==> config.mk <==
export PLATFORM = sky130hd
export DESIGN_NAME = data_demux_rx_flat
export DESIGN_NICKNAME = d
export VERILOG_FILES = /design/src/rtl/data_mux_pkg.sv /design/src/rtl/data_demux_rx_if.sv /design/src/rtl/data_word_classifier.sv /design/src/rtl/data_demux_rx.sv /design/src/flat_wrapper.sv
export SDC_FILE = /design/constraint.sdc
export NUM_CORES = 1
export LEC_CHECK = 0
export BUFFER_PORTS_ARGS = -buffer_cell sky130_fd_sc_hd__buf_2
export CAP_MARGIN = 20
export CORE_AREA = 2 2 313 315
export CTS_BUF_LIST = sky130_fd_sc_hd__clkbuf_8
export DETAILED_ROUTE_END_ITERATION = 12
export DIE_AREA = 0 0 315 317
export GPL_ROUTABILITY_DRIVEN = 0
export SLEW_MARGIN = 10
export SYNTH_ARGS = -nofsm -noshare
export SYNTH_HDL_FRONTEND = slang
export SYNTH_SLANG_ARGS = --single-unit
==> constraint.sdc <==
create_clock -name clk -period 3.9 [get_ports clk]
set_input_delay 0.195 -clock clk [delete_from_list [all_inputs] [get_ports clk]]
set_output_delay 0.195 -clock clk [all_outputs]
set_load 0.03 [all_outputs]
==> src/rtl/data_mux_pkg.sv <==
// -----------------------------------------------------------------------------
// data_mux_pkg
// Shared types for the link receive demux: the word classes produced by the
// classifier, the lock state machine encoding, the counter width and a
// saturating increment used by every status counter.
// No ports (package).
// -----------------------------------------------------------------------------
package data_mux_pkg;

  typedef enum logic [2:0] {
    IDLE,
    IDLE_BX0,
    HDR,
    HDR_BX0,
    BAD
  } word_class_t;

  typedef enum logic [1:0] {
    UNLOCKED,
    LOCKING,
    LOCKED
  } lock_state_t;

  localparam int CNT_W = 16;
  localparam logic [CNT_W-1:0] CNT_MAX = '1;
  localparam logic [CNT_W-1:0] CNT_ONE = 1;

  // Status counters stick at all-ones instead of wrapping, so software can
  // tell a very large count from a small one.
  function automatic logic [CNT_W-1:0] sat_inc(input logic [CNT_W-1:0] value);
    return (value == CNT_MAX) ? value : value + CNT_ONE;
  endfunction

endpackage

==> src/rtl/data_demux_rx_if.sv <==
// -----------------------------------------------------------------------------
// data_demux_rx_if
// Bundles the AXIS-style streams of the receive demux: one serialized input
// stream and N_OUTPUTS payload output streams.
//   tdata_in/tvalid_in/tready_in    : input stream
//   tdata_out/tvalid_out/tready_out : output streams (data is an unpacked array)
// Modports:
//   master : the environment side (drives the input word, consumes outputs)
//   slave  : the demux itself
// -----------------------------------------------------------------------------
interface data_demux_rx_if #(
  parameter int DATA_WIDTH = 32,
  parameter int N_OUTPUTS  = 16
) ();

  logic [DATA_WIDTH-1:0] tdata_in;
  logic                  tvalid_in;
  logic                  tready_in;
  logic [DATA_WIDTH-1:0] tdata_out [N_OUTPUTS];
  logic [N_OUTPUTS-1:0]  tvalid_out;
  logic [N_OUTPUTS-1:0]  tready_out;

  modport master (
    output tdata_in,
    output tvalid_in,
    input  tready_in,
    input  tdata_out,
    input  tvalid_out,
    output tready_out
  );

  modport slave (
    input  tdata_in,
    input  tvalid_in,
    output tready_in,
    output tdata_out,
    output tvalid_out,
    input  tready_out
  );

endinterface

==> src/rtl/data_word_classifier.sv <==
// -----------------------------------------------------------------------------
// data_word_classifier
// Purely combinational classification of one link word against the link
// format configuration.
//   word_i          : word to classify (already bit-order corrected)
//   idle_word_i     : plain idle pattern (exact match)
//   idle_word_bx0_i : idle pattern carrying BX0 (exact match)
//   header_mask_i   : bits that hold the header field
//   header_i        : header pattern (compared under the mask)
//   header_bx0_i    : header pattern carrying BX0 (compared under the mask)
//   class_o         : resulting word class
// -----------------------------------------------------------------------------
module data_word_classifier
  import data_mux_pkg::*;
#(
  parameter int DATA_WIDTH = 32
) (
  input  logic [DATA_WIDTH-1:0] word_i,
  input  logic [DATA_WIDTH-1:0] idle_word_i,
  input  logic [DATA_WIDTH-1:0] idle_word_bx0_i,
  input  logic [DATA_WIDTH-1:0] header_mask_i,
  input  logic [DATA_WIDTH-1:0] header_i,
  input  logic [DATA_WIDTH-1:0] header_bx0_i,
  output word_class_t           class_o
);

  logic [DATA_WIDTH-1:0] maskedWord;

  assign maskedWord = word_i & header_mask_i;

  // Idles are exact matches and win over headers, so an idle whose top bits
  // happen to look like a header is still treated as an idle. BX0 variants
  // are checked before their plain counterparts.
  always_comb begin
    class_o = BAD;
    if (word_i == idle_word_bx0_i) begin
      class_o = IDLE_BX0;
    end else if (word_i == idle_word_i) begin
      class_o = IDLE;
    end else if (maskedWord == (header_bx0_i & header_mask_i)) begin
      class_o = HDR_BX0;
    end else if (maskedWord == (header_i & header_mask_i)) begin
      class_o = HDR;
    end
  end

endmodule

==> src/rtl/data_demux_rx.sv <==
// -----------------------------------------------------------------------------
// data_demux_rx
// Receive side of the link mux. Takes one serialized word stream, optionally
// bit-reverses it, classifies each word, tracks word lock, strips idles and
// header bits and routes payload words to one of N_OUTPUTS output streams.
//   clk, rstn          : clock and asynchronous active-low reset
//   link (slave)       : input stream and output stream array
//   output_select      : index of the output stream receiving payload
//   idle_word, idle_word_BX0, header_mask, header, header_BX0 : link format
//   clear_counters     : synchronous clear of the status counters
//   locked             : high while the lock FSM is LOCKED
//   bx0_seen           : one-cycle pulse per accepted BX0 word
//   idle_count         : idle words accepted (saturating)
//   header_err_count   : bad words accepted while LOCKED (saturating)
//   bx0_period         : accepted words between the last two BX0s (saturating)
// -----------------------------------------------------------------------------
module data_demux_rx
  import data_mux_pkg::*;
#(
  parameter int DATA_WIDTH         = 32,
  parameter int N_OUTPUTS          = 16,
  parameter int INPUT_REVERSE_BITS = 1,
  parameter int LOCK_COUNT         = 8,
  parameter int UNLOCK_COUNT       = 4
) (
  input  logic                  clk,
  input  logic                  rstn,
  data_demux_rx_if.slave        link,
  input  logic [3:0]            output_select,
  input  logic [DATA_WIDTH-1:0] idle_word,
  input  logic [DATA_WIDTH-1:0] idle_word_BX0,
  input  logic [DATA_WIDTH-1:0] header_mask,
  input  logic [DATA_WIDTH-1:0] header,
  input  logic [DATA_WIDTH-1:0] header_BX0,
  input  logic                  clear_counters,
  output logic                  locked,
  output logic                  bx0_seen,
  output logic [CNT_W-1:0]      idle_count,
  output logic [CNT_W-1:0]      header_err_count,
  output logic [CNT_W-1:0]      bx0_period
);

  localparam logic [7:0] LOCK_CNT   = 8'(LOCK_COUNT);
  localparam logic [7:0] UNLOCK_CNT = 8'(UNLOCK_COUNT);

  logic                  adv;
  logic [DATA_WIDTH-1:0] inWord;
  logic [DATA_WIDTH-1:0] word_q;
  logic                  valid_q;
  word_class_t           wordClass;
  logic                  process;
  logic                  isGood;
  logic                  isIdle;
  logic                  isBx0;
  logic                  isHeader;
  logic                  fwd;
  logic                  hdrErr;
  logic [DATA_WIDTH-1:0] payload;

  lock_state_t           state_q;
  logic [7:0]            good_cnt_q;
  logic [7:0]            bad_cnt_q;
  logic                  locked_q;

  logic [CNT_W-1:0]      idle_count_q;
  logic [CNT_W-1:0]      hdr_err_q;
  logic [CNT_W-1:0]      bx0_period_q;
  logic [CNT_W-1:0]      since_bx0_q;
  logic                  bx0_seen_q;

  logic [DATA_WIDTH-1:0] tdata_q [N_OUTPUTS];
  logic [N_OUTPUTS-1:0]  tvalid_q;

  // The whole pipeline advances on the ready of the selected output. A select
  // beyond the implemented outputs never stalls: words keep flowing and are
  // simply not presented anywhere.
  always_comb begin
    adv = 1'b1;
    for (int i = 0; i < N_OUTPUTS; i++) begin
      if (output_select == 4'(i)) begin
        adv = link.tready_out[i];
      end
    end
  end

  assign link.tready_in = adv;

  // Bit-order correction is pure wiring chosen at elaboration time.
  generate
    if (INPUT_REVERSE_BITS != 0) begin : g_reverse
      for (genvar g = 0; g < DATA_WIDTH; g++) begin : g_bit
        assign inWord[g] = link.tdata_in[DATA_WIDTH-1-g];
      end
    end else begin : g_straight
      assign inWord = link.tdata_in;
    end
  endgenerate

  // Stage 1 captures the corrected word; data only changes on a real accept
  // so a bubble leaves the last word in place.
  always_ff @(posedge clk or negedge rstn) begin
    if (!rstn) begin
      word_q  <= '0;
      valid_q <= 1'b0;
    end else if (adv) begin
      valid_q <= link.tvalid_in;
      if (link.tvalid_in) begin
        word_q <= inWord;
      end
    end
  end

  data_word_classifier #(
    .DATA_WIDTH(DATA_WIDTH)
  ) u_classifier (
    .word_i          (word_q),
    .idle_word_i     (idle_word),
    .idle_word_bx0_i (idle_word_BX0),
    .header_mask_i   (header_mask),
    .header_i        (header),
    .header_bx0_i    (header_BX0),
    .class_o         (wordClass)
  );

  // A stage-1 word is consumed only when the pipeline advances; all state
  // below keys off this single qualifier.
  assign process  = valid_q & adv;
  assign isGood   = (wordClass != BAD);
  assign isIdle   = (wordClass == IDLE) || (wordClass == IDLE_BX0);
  assign isBx0    = (wordClass == IDLE_BX0) || (wordClass == HDR_BX0);
  assign isHeader = (wordClass == HDR) || (wordClass == HDR_BX0);
  assign fwd      = process && (state_q == LOCKED) && isHeader;
  assign hdrErr   = process && (state_q == LOCKED) && (wordClass == BAD);
  assign payload  = word_q & ~header_mask;

  // Lock tracking: a run of good words brings the link up, a run of bad
  // words while up takes it down. Forwarding uses the state before the
  // current word updates it, so the word that completes lock is not itself
  // forwarded. locked is produced here alongside the state.
  always_ff @(posedge clk or negedge rstn) begin
    if (!rstn) begin
      state_q    <= UNLOCKED;
      good_cnt_q <= '0;
      bad_cnt_q  <= '0;
      locked_q   <= 1'b0;
    end else if (process) begin
      case (state_q)
        UNLOCKED: begin
          if (isGood) begin
            bad_cnt_q <= '0;
            if (LOCK_CNT == 8'd1) begin
              state_q    <= LOCKED;
              good_cnt_q <= '0;
              locked_q   <= 1'b1;
            end else begin
              state_q    <= LOCKING;
              good_cnt_q <= 8'd1;
            end
          end
        end
        LOCKING: begin
          if (isGood) begin
            if (good_cnt_q + 8'd1 == LOCK_CNT) begin
              state_q    <= LOCKED;
              good_cnt_q <= '0;
              bad_cnt_q  <= '0;
              locked_q   <= 1'b1;
            end else begin
              good_cnt_q <= good_cnt_q + 8'd1;
            end
          end else begin
            state_q    <= UNLOCKED;
            good_cnt_q <= '0;
          end
        end
        LOCKED: begin
          if (isGood) begin
            bad_cnt_q <= '0;
          end else if (bad_cnt_q + 8'd1 == UNLOCK_CNT) begin
            state_q    <= UNLOCKED;
            bad_cnt_q  <= '0;
            good_cnt_q <= '0;
            locked_q   <= 1'b0;
          end else begin
            bad_cnt_q <= bad_cnt_q + 8'd1;
          end
        end
        default: begin
          state_q    <= UNLOCKED;
          good_cnt_q <= '0;
          bad_cnt_q  <= '0;
          locked_q   <= 1'b0;
        end
      endcase
    end
  end

  // Status counters. A clear wins over an increment in the same cycle. The
  // running distance to the last BX0 is internal bookkeeping and is not
  // touched by the clear, so the next period measurement stays correct.
  always_ff @(posedge clk or negedge rstn) begin
    if (!rstn) begin
      idle_count_q <= '0;
      hdr_err_q    <= '0;
      bx0_period_q <= '0;
      since_bx0_q  <= '0;
      bx0_seen_q   <= 1'b0;
    end else begin
      if (clear_counters) begin
        idle_count_q <= '0;
        hdr_err_q    <= '0;
        bx0_period_q <= '0;
      end else if (process) begin
        if (isIdle) begin
          idle_count_q <= sat_inc(idle_count_q);
        end
        if (hdrErr) begin
          hdr_err_q <= sat_inc(hdr_err_q);
        end
        if (isBx0) begin
          bx0_period_q <= sat_inc(since_bx0_q);
        end
      end
      if (process) begin
        since_bx0_q <= isBx0 ? '0 : sat_inc(since_bx0_q);
      end
      bx0_seen_q <= process & isBx0;
    end
  end

  // Stage 2 output registers. The selected output loads (or drops valid)
  // whenever the pipeline advances. Any other output still holding a word,
  // e.g. after output_select moved, keeps it until its own ready is seen.
  always_ff @(posedge clk or negedge rstn) begin
    if (!rstn) begin
      for (int i = 0; i < N_OUTPUTS; i++) begin
        tdata_q[i] <= '0;
      end
      tvalid_q <= '0;
    end else begin
      for (int i = 0; i < N_OUTPUTS; i++) begin
        if (output_select == 4'(i)) begin
          if (adv) begin
            tvalid_q[i] <= fwd;
            if (fwd) begin
              tdata_q[i] <= payload;
            end
          end
        end else if (link.tready_out[i]) begin
          tvalid_q[i] <= 1'b0;
        end
      end
    end
  end

  assign link.tdata_out  = tdata_q;
  assign link.tvalid_out = tvalid_q;

  assign locked           = locked_q;
  assign bx0_seen         = bx0_seen_q;
  assign idle_count       = idle_count_q;
  assign header_err_count = hdr_err_q;
  assign bx0_period       = bx0_period_q;

endmodule
==> src/flat_wrapper.sv <==
// flat-port wrapper written by rule: the top's interface ports become plain ports
module data_demux_rx_flat import data_mux_pkg::*;
#(
  parameter int DATA_WIDTH         = 32,
  parameter int N_OUTPUTS          = 16,
  parameter int INPUT_REVERSE_BITS = 1,
  parameter int LOCK_COUNT         = 8,
  parameter int UNLOCK_COUNT       = 4
)
  (clk, rstn, output_select, idle_word, idle_word_BX0, header_mask, header, header_BX0, clear_counters, locked, bx0_seen, idle_count, header_err_count, bx0_period, link_tdata_in, link_tvalid_in, link_tready_in, link_tdata_out, link_tvalid_out, link_tready_out);
  data_demux_rx_if #(.DATA_WIDTH(DATA_WIDTH), .N_OUTPUTS(N_OUTPUTS)) link_i ();
  input  logic clk;
  input  logic rstn;
  input  logic [3:0] output_select;
  input  logic [DATA_WIDTH-1:0] idle_word;
  input  logic [DATA_WIDTH-1:0] idle_word_BX0;
  input  logic [DATA_WIDTH-1:0] header_mask;
  input  logic [DATA_WIDTH-1:0] header;
  input  logic [DATA_WIDTH-1:0] header_BX0;
  input  logic clear_counters;
  output logic locked;
  output logic bx0_seen;
  output logic [CNT_W-1:0] idle_count;
  output logic [CNT_W-1:0] header_err_count;
  output logic [CNT_W-1:0] bx0_period;
  input wire logic [$bits(link_i.tdata_in)-1:0] link_tdata_in;
  input wire logic [$bits(link_i.tvalid_in)-1:0] link_tvalid_in;
  output wire logic [$bits(link_i.tready_in)-1:0] link_tready_in;
  output wire logic [$bits(link_i.tdata_out)-1:0] link_tdata_out;
  output wire logic [$bits(link_i.tvalid_out)-1:0] link_tvalid_out;
  input wire logic [$bits(link_i.tready_out)-1:0] link_tready_out;
  assign link_i.tdata_in = link_tdata_in;
  assign link_i.tvalid_in = link_tvalid_in;
  assign link_tready_in = link_i.tready_in;
  assign link_tdata_out = {>>{link_i.tdata_out}};
  assign link_tvalid_out = link_i.tvalid_out;
  assign link_i.tready_out = link_tready_out;
  data_demux_rx #(.DATA_WIDTH(DATA_WIDTH), .N_OUTPUTS(N_OUTPUTS), .INPUT_REVERSE_BITS(INPUT_REVERSE_BITS), .LOCK_COUNT(LOCK_COUNT), .UNLOCK_COUNT(UNLOCK_COUNT)) u_core (.clk(clk), .rstn(rstn), .link(link_i), .output_select(output_select), .idle_word(idle_word), .idle_word_BX0(idle_word_BX0), .header_mask(header_mask), .header(header), .header_BX0(header_BX0), .clear_counters(clear_counters), .locked(locked), .bx0_seen(bx0_seen), .idle_count(idle_count), .header_err_count(header_err_count), .bx0_period(bx0_period));
endmodule
; After elaboration in Yosys (flattened, before gate mapping)
; Cells that the tools add are included.
[word_totals]
reg_bits = 645
output_inout_bits = 579
inputBits = 216
elab_cells = 269
[classes]
mux = 89
n_addsub = 5
eq_ne = 55
bitwise = 8
n_reduce_logical = 69
[op_table]
columns = operator, n
row1 = two-way mux 16 bit, 13
row2 = bitwise AND 32 bit, 4
row3 = equality test 32 bit, 4
row4 = two-way mux 8 bit, 10
row5 = AND reduction 3 bit, 18
row6 = two-way mux 1 bit, 53
row7 = adder 16 x 1 -> 16 bit (second input constant), 3
row8 = equality test 16 bit (second input constant), 3
row9 = case mux 8 bit (3 select lines), 2
row10 = nonzero test 2 bit, 20
row11 = != test 2 x 1 -> 1 bit (second input constant), 19
row12 = AND reduction 2 bit, 18
row13 = equality test 4 bit (second input constant), 8
row14 = inverter 32 bit, 1
row15 = adder 8 x 1 -> 8 bit (second input constant), 2
row16 = equality test 4 x 3 -> 1 bit (second input constant), 4
row17 = two-way mux 3 bit, 4
row18 = two-way mux 2 bit, 5
row19 = equality test 4 x 2 -> 1 bit (second input constant), 2
row20 = equality test 8 x 3 -> 1 bit (second input constant), 1
row21 = equality test 8 x 4 -> 1 bit (second input constant), 1
row22 = != test 2 bit (second input constant), 4
row23 = AND reduction 4 bit, 2
row24 = equality test 3 x 2 -> 1 bit (second input constant), 2
row25 = 17 further kinds, 23

; Logic depth before layout (Yosys ltp)
[logic_depth]
depth_word = 23
depth_mapped = 13
depth_no_buf = 9

; Modules after synthesis
; Synthesis repeated with hierarchy kept, for this count alone.
[hier_totals]
hier_cells = 2071
area_unflattened_um2 = 27865.5
[modules_own_cells]
columns = module, seq_area_each_um2, area_per_inst_um2, instances, cells_per_inst
row1 = data_demux_rx, 16140.5, 26272.7, 1, 1875
row2 = data_word_classifier, 0.0, 1592.8, 1, 196

; Least setup slack after synthesis
; OpenSTA, ideal clock, no wires.
[synth_path]
kind = register to register
startpoint = register u_core.idle_count_q[3], in the netlist u_core.idle_count[3]
endpoint = register u_core.idle_count_q[5], in the netlist u_core.idle_count[5]
path_stages_with_launch = 10
synth_period_minus_slack_ps = 2761
t_required_ps = 3775
path_buffers = 1
arrival_ps = 2636
path_slack_ps = 1139
setup_ps = 125
cell_sequence = dfrtp_1 -> and4_1 -> and3_1 -> and4_1 -> and3_1 -> and4_1 -> clkbuf_1 -> nor4b_4 -> and3_1 -> mux2_2
[synth_between]
elab_chain_cells = 5
word_cells_on_any_way = 8
cone_classes = add/sub: 1 / eq/ne: 2 / mux: 4 / reduce/logical: 1
[synth_rtl]
columns = item, line_no
row1 = start: declaration, data_demux_rx.sv:65  ; logic [CNT_W-1:0] idle_count_q;
row2 = start signal: assignment, data_demux_rx.sv:215  ; idle_count_q <= sat_inc(idle_count_q);
row3 = adder 16 x 1 -> 16 bit, data_mux_pkg.sv:31  ; return (value == CNT_MAX) ? value : value + CNT_ONE;
row4 = two-way mux 16 bit, data_mux_pkg.sv:31
row5 = two-way mux 16 bit, data_demux_rx.sv:214  ; if (isIdle) begin
row6 = two-way mux 16 bit, data_demux_rx.sv:213  ; end else if (process) begin
row7 = two-way mux 16 bit, data_demux_rx.sv:209  ; if (clear_counters) begin
; Several ways; a longest one is shown, not always the timed one. The select of a mux whose other input is x is not followed.
; A chain may end at the register's enable or synchronous reset.

; Worst setup path after layout
[layout_path]
startpoint = register u_core.word_q[22]
endpoint = register u_core.idle_count_q[15], in the netlist u_core.idle_count[15]
[layout_between]
elab_chain_cells = 10
word_cells_on_any_way = 14
cone_classes = eq/ne: 5 / mux: 4 / bitwise: 1 / reduce/logical: 4
[layout_rtl]
columns = item, line_no
row1 = start: declaration, data_demux_rx.sv:48  ; logic [DATA_WIDTH-1:0] word_q;
row2 = start signal: assignment, data_demux_rx.sv:108  ; word_q <= inWord;
row3 = bitwise AND 32 bit, data_word_classifier.sv:29  ; assign maskedWord = word_i & header_mask_i;
row4 = equality test 32 bit, data_word_classifier.sv:42  ; end else if (maskedWord == (header_i & header_mask_i)) begin
row5 = two-way mux 3 bit, data_word_classifier.sv:42
row6 = two-way mux 3 bit, data_word_classifier.sv:40  ; end else if (maskedWord == (header_bx0_i & header_mask_i)) begin
row7 = two-way mux 3 bit, data_word_classifier.sv:38  ; end else if (word_i == idle_word_i) begin
row8 = two-way mux 3 bit (*), data_word_classifier.sv:36  ; if (word_i == idle_word_bx0_i) begin
row9 = equality test 3 x 1 -> 1 bit / zero test 3 bit (equally long branches), data_demux_rx.sv:129  ; assign isIdle = (wordClass == IDLE) || (wordClass == IDLE_BX0);
row10 = logical OR 1 bit (*), data_demux_rx.sv:129
row11 = nonzero test 2 bit (no source line) (*), --
row12 = AND reduction 3 bit (no source line) (*), --
; Every way passes the cells marked *; elsewhere a longest branch is shown, timed or not.

==> impl_metrics.yaml <==
yosys:
  synth_ff_type: "dfrtp_1"
  avgSynthCellArea_um2: 10.3
  synthDistinctLibCells: 65
  synth.area.top_cells: "dfrtp_1 60%, nand2_1 7.7%, o21ai_0 7.3%"
  post-synth-top-area-cell: "dfrtp_1"
  ys_seq_area_frac: 0.599
  synth-warning-count: 0
  synth.top_cell.area_share: 0.599
  synth_edf_count: 0
  async_flop_share: 1.00
  synth_nets: 2848
  syn_inst: 2626
  synth_area_um2: 26900
  ys_seq_elements: 645
worst_setup_path:
  cp_top_family: "simple AND/OR/NAND/NOR gates"
  critPathCaptureType: "register"
  worstPathCellList: "xor2_1, nor4_1, nand4_1, nor2_1, nor2_1, nor4b_4, and3_1, mux2_2"
  ff2ff_path_depth: 8
  cp_data_required_time_ps: 4520
  cp_common_cell: "nor2_1"
  r2r_start: "u_core.word_q[22]"
  crit_path_max_incr_delay_ps: 670
  path_class: "register to register"
  cp_max_fo: 8
  worst-path-stages: 8
  worstPathArrival_ps: 4160
  cp_slowest_cell: "nor4_1"
  crit_buf_inv: 0
  crit_path_start: "u_core.word_q[22]"
  cp-start-kind: "register"
clocking:
  cts_tree: "yes"
  cts_buffers: 107
  root_buffer: "clkbuf_8"
  clock-sinks: 645
  max-clock-path-buffers: 3
  clk_latency_ps: 770
  clkTransAtPathRegs_ps: 60
  htreeDepth: 3
sta:
  finalCritPeriodShare: 0.909
  rsz0062_at_grt: "false"
  clock_skew_ps: 42.5
  slew_headroom: 0.213
  min_period_ps: 3550
  finalSetupViolCount: 0
  max_freq_mhz: 282
  tns_ps: 0
  whs_ps: 85.9
  drv_slew: 0
  hold_violations: 0
  tightestPinTransition_ps: 1180
final_layout:
  drive_above_1_share: 0.321
  syn2layout_area_growth_pct: 30.0
  mostFrequentLayoutCells: "793 x buf_2, 645 x dfrtp_1, 552 x nand2_1"
  stdcell_count: 4808
  fin_util: 0.364
  layout.nets: 3678
  layout_commonest_cell: "buf_2"
drt:
  post_drt_wl_per_cell_um: 23.4
  vias: 23500
  drc_errors: 0
  routed_wl_mm: 113
  ant_nets: 0
  drtPass1Iterations: 6
  drt_iter0_drc: 2173
  via_per_inst: 4.90
grt:
  grt_first_pass_wirelength_mm: 160
  antenna_found_initial: 14
  grt_overflow_total: 0
  grt_util_all_layers: 0.219
  grt_max_degree: 95
  grt_pass1_vias: 22800
power:
  p_per_area_nw_per_um2: 436
  p_leak_nw: 17.8
  ir_drop_v: 0.000311
  p_total_mw: 15.3
floorplan:
  fp.dieH_um: 317
  num_rows: 114
  die_x_um: 315
  num_io_pins: 795
  core_area_um2: 96300
  dieArea_um2: 99900
  start_util: 0.280
outcome:
  status: "completed"
job:
  cap_violations: 0
place:
  portBuffers: 794
  hpwlAfterDp_mm: 81.3
  dp.cells: 4567
hold_path:
  hold_class: "primary input to asynchronous set/reset pin"
-- logic make-up (layout without fill, tap and decap cells) --
kind of cell / count (synthesis) / count (layout) / share of synthesized area
simple gates: 862 / 862 / 0.147
compound gates: 668 / 668 / 0.138
flops: 645 / 645 / 0.599
buf+inv: 240 / 1139 / 0.0407
xor+xnor: 143 / 143 / 0.0465
mux: 62 / 62 / 0.0267
fa+ha+maj: 6 / 6 / 0.00279
other cells: 0 / 7 / 0
-- final timing paths --
path	end	slack (ps)
min in group clk	u_core.link.tdata_out[511]	140
worst max-delay path	u_core.idle_count[15]	350
max in group asynchronous	u_core.link.tdata_out[483]	2610
worst min-delay path	u_core.word_q[20]	90
worst max register to register	u_core.idle_count[15]	350
worst min register to register	u_core.link.tdata_out[508]	470
-- flip-flops by register name, summed over array words and instances (netlist names) --
name                     cells
u_core.link.tdata_out      512
u_core.word_q               32
u_core.bx0_period           16
u_core.header_err_count     16
u_core.idle_count           16
u_core.link.tvalid_out      16
u_core.since_bx0_q          16
u_core.bad_cnt_q             8
u_core.good_cnt_q            8
u_core.state_q               2
u_core.bx0_seen              1
u_core.locked                1
u_core.valid_q               1
-- cell usage after synthesis, types with 3 or more instances --
cell,number
dfrtp_1,645
nand2_1,552
o21ai_0,393
o21ai_1,136
xor2_1,108
clkbuf_1,99
buf_2,93
nor2_1,55
mux2_2,49
nand2b_1,48
nand4_1,39
xnor2_1,35
inv_1,33
a22oi_1,32
o21ai_2,30
nand3_1,29
a21oi_1,25
and3_1,24
nor2b_1,21
nor4_1,18
or3_1,18
nor3_1,14
mux2i_1,10
and4_1,9
a21o_1,8
buf_6,8
a211oi_1,7
nor3b_1,7
ha_1,6
buf_4,5
o21bai_1,5
or4_4,5
a31o_2,4
and2_1,4
nand3b_1,4
nor4b_1,4
a21boi_0,3
a311oi_1,3
mux4_2,3
-- stage by stage --
step	area [µm²]	worst slack, ps
6_report	35000	354
5_1_grt	35000	152
4_1_cts	35000	319
3_5_place_dp	32300	356
3_3_place_gp	32300	420
2_1_floorplan	26900	1140
-- repair_timing --
action / 4_1_cts / 5_1_grt
setup buffers: 0 / 0
hold buffers: 55 / 0
gates resized for setup: 0 / 0
hold endpoints to repair: 140 / 0
-- area by class of cell --
class                      instances  area, µm²
clock buffer                     131       1800
multi-input combinational       1741       9730
clock inverter                    47        298
fill                            9876      61300
tap                             1276       1600
inverter                          33        124
antenna                            7       17.5
timing repair buffer             928       5310
sequential                       645      16100
-- power by group --
part | switching, mW | leakage (nW) | internal [mW] | total, mW
Sequential | 0.358 | 8.90 | 6.85 | 7.21
Clock | 2.83 | 1.21 | 3.16 | 5.99
Combinational | 1.41 | 7.72 | 0.684 | 2.09
-- layer usage --
metal	share of wire	GRT usage	vias up	wire (µm)
met3	0.085	0.0541	226	9570
li1	-	-	10500	-
met2	0.47	0.360	1111	53200
met5	0	0	-	0
met1	0.40	0.271	11700	44900
met4	0.045	0.102	0	5020
Note: power is estimated with default switching activity, not from simulation.
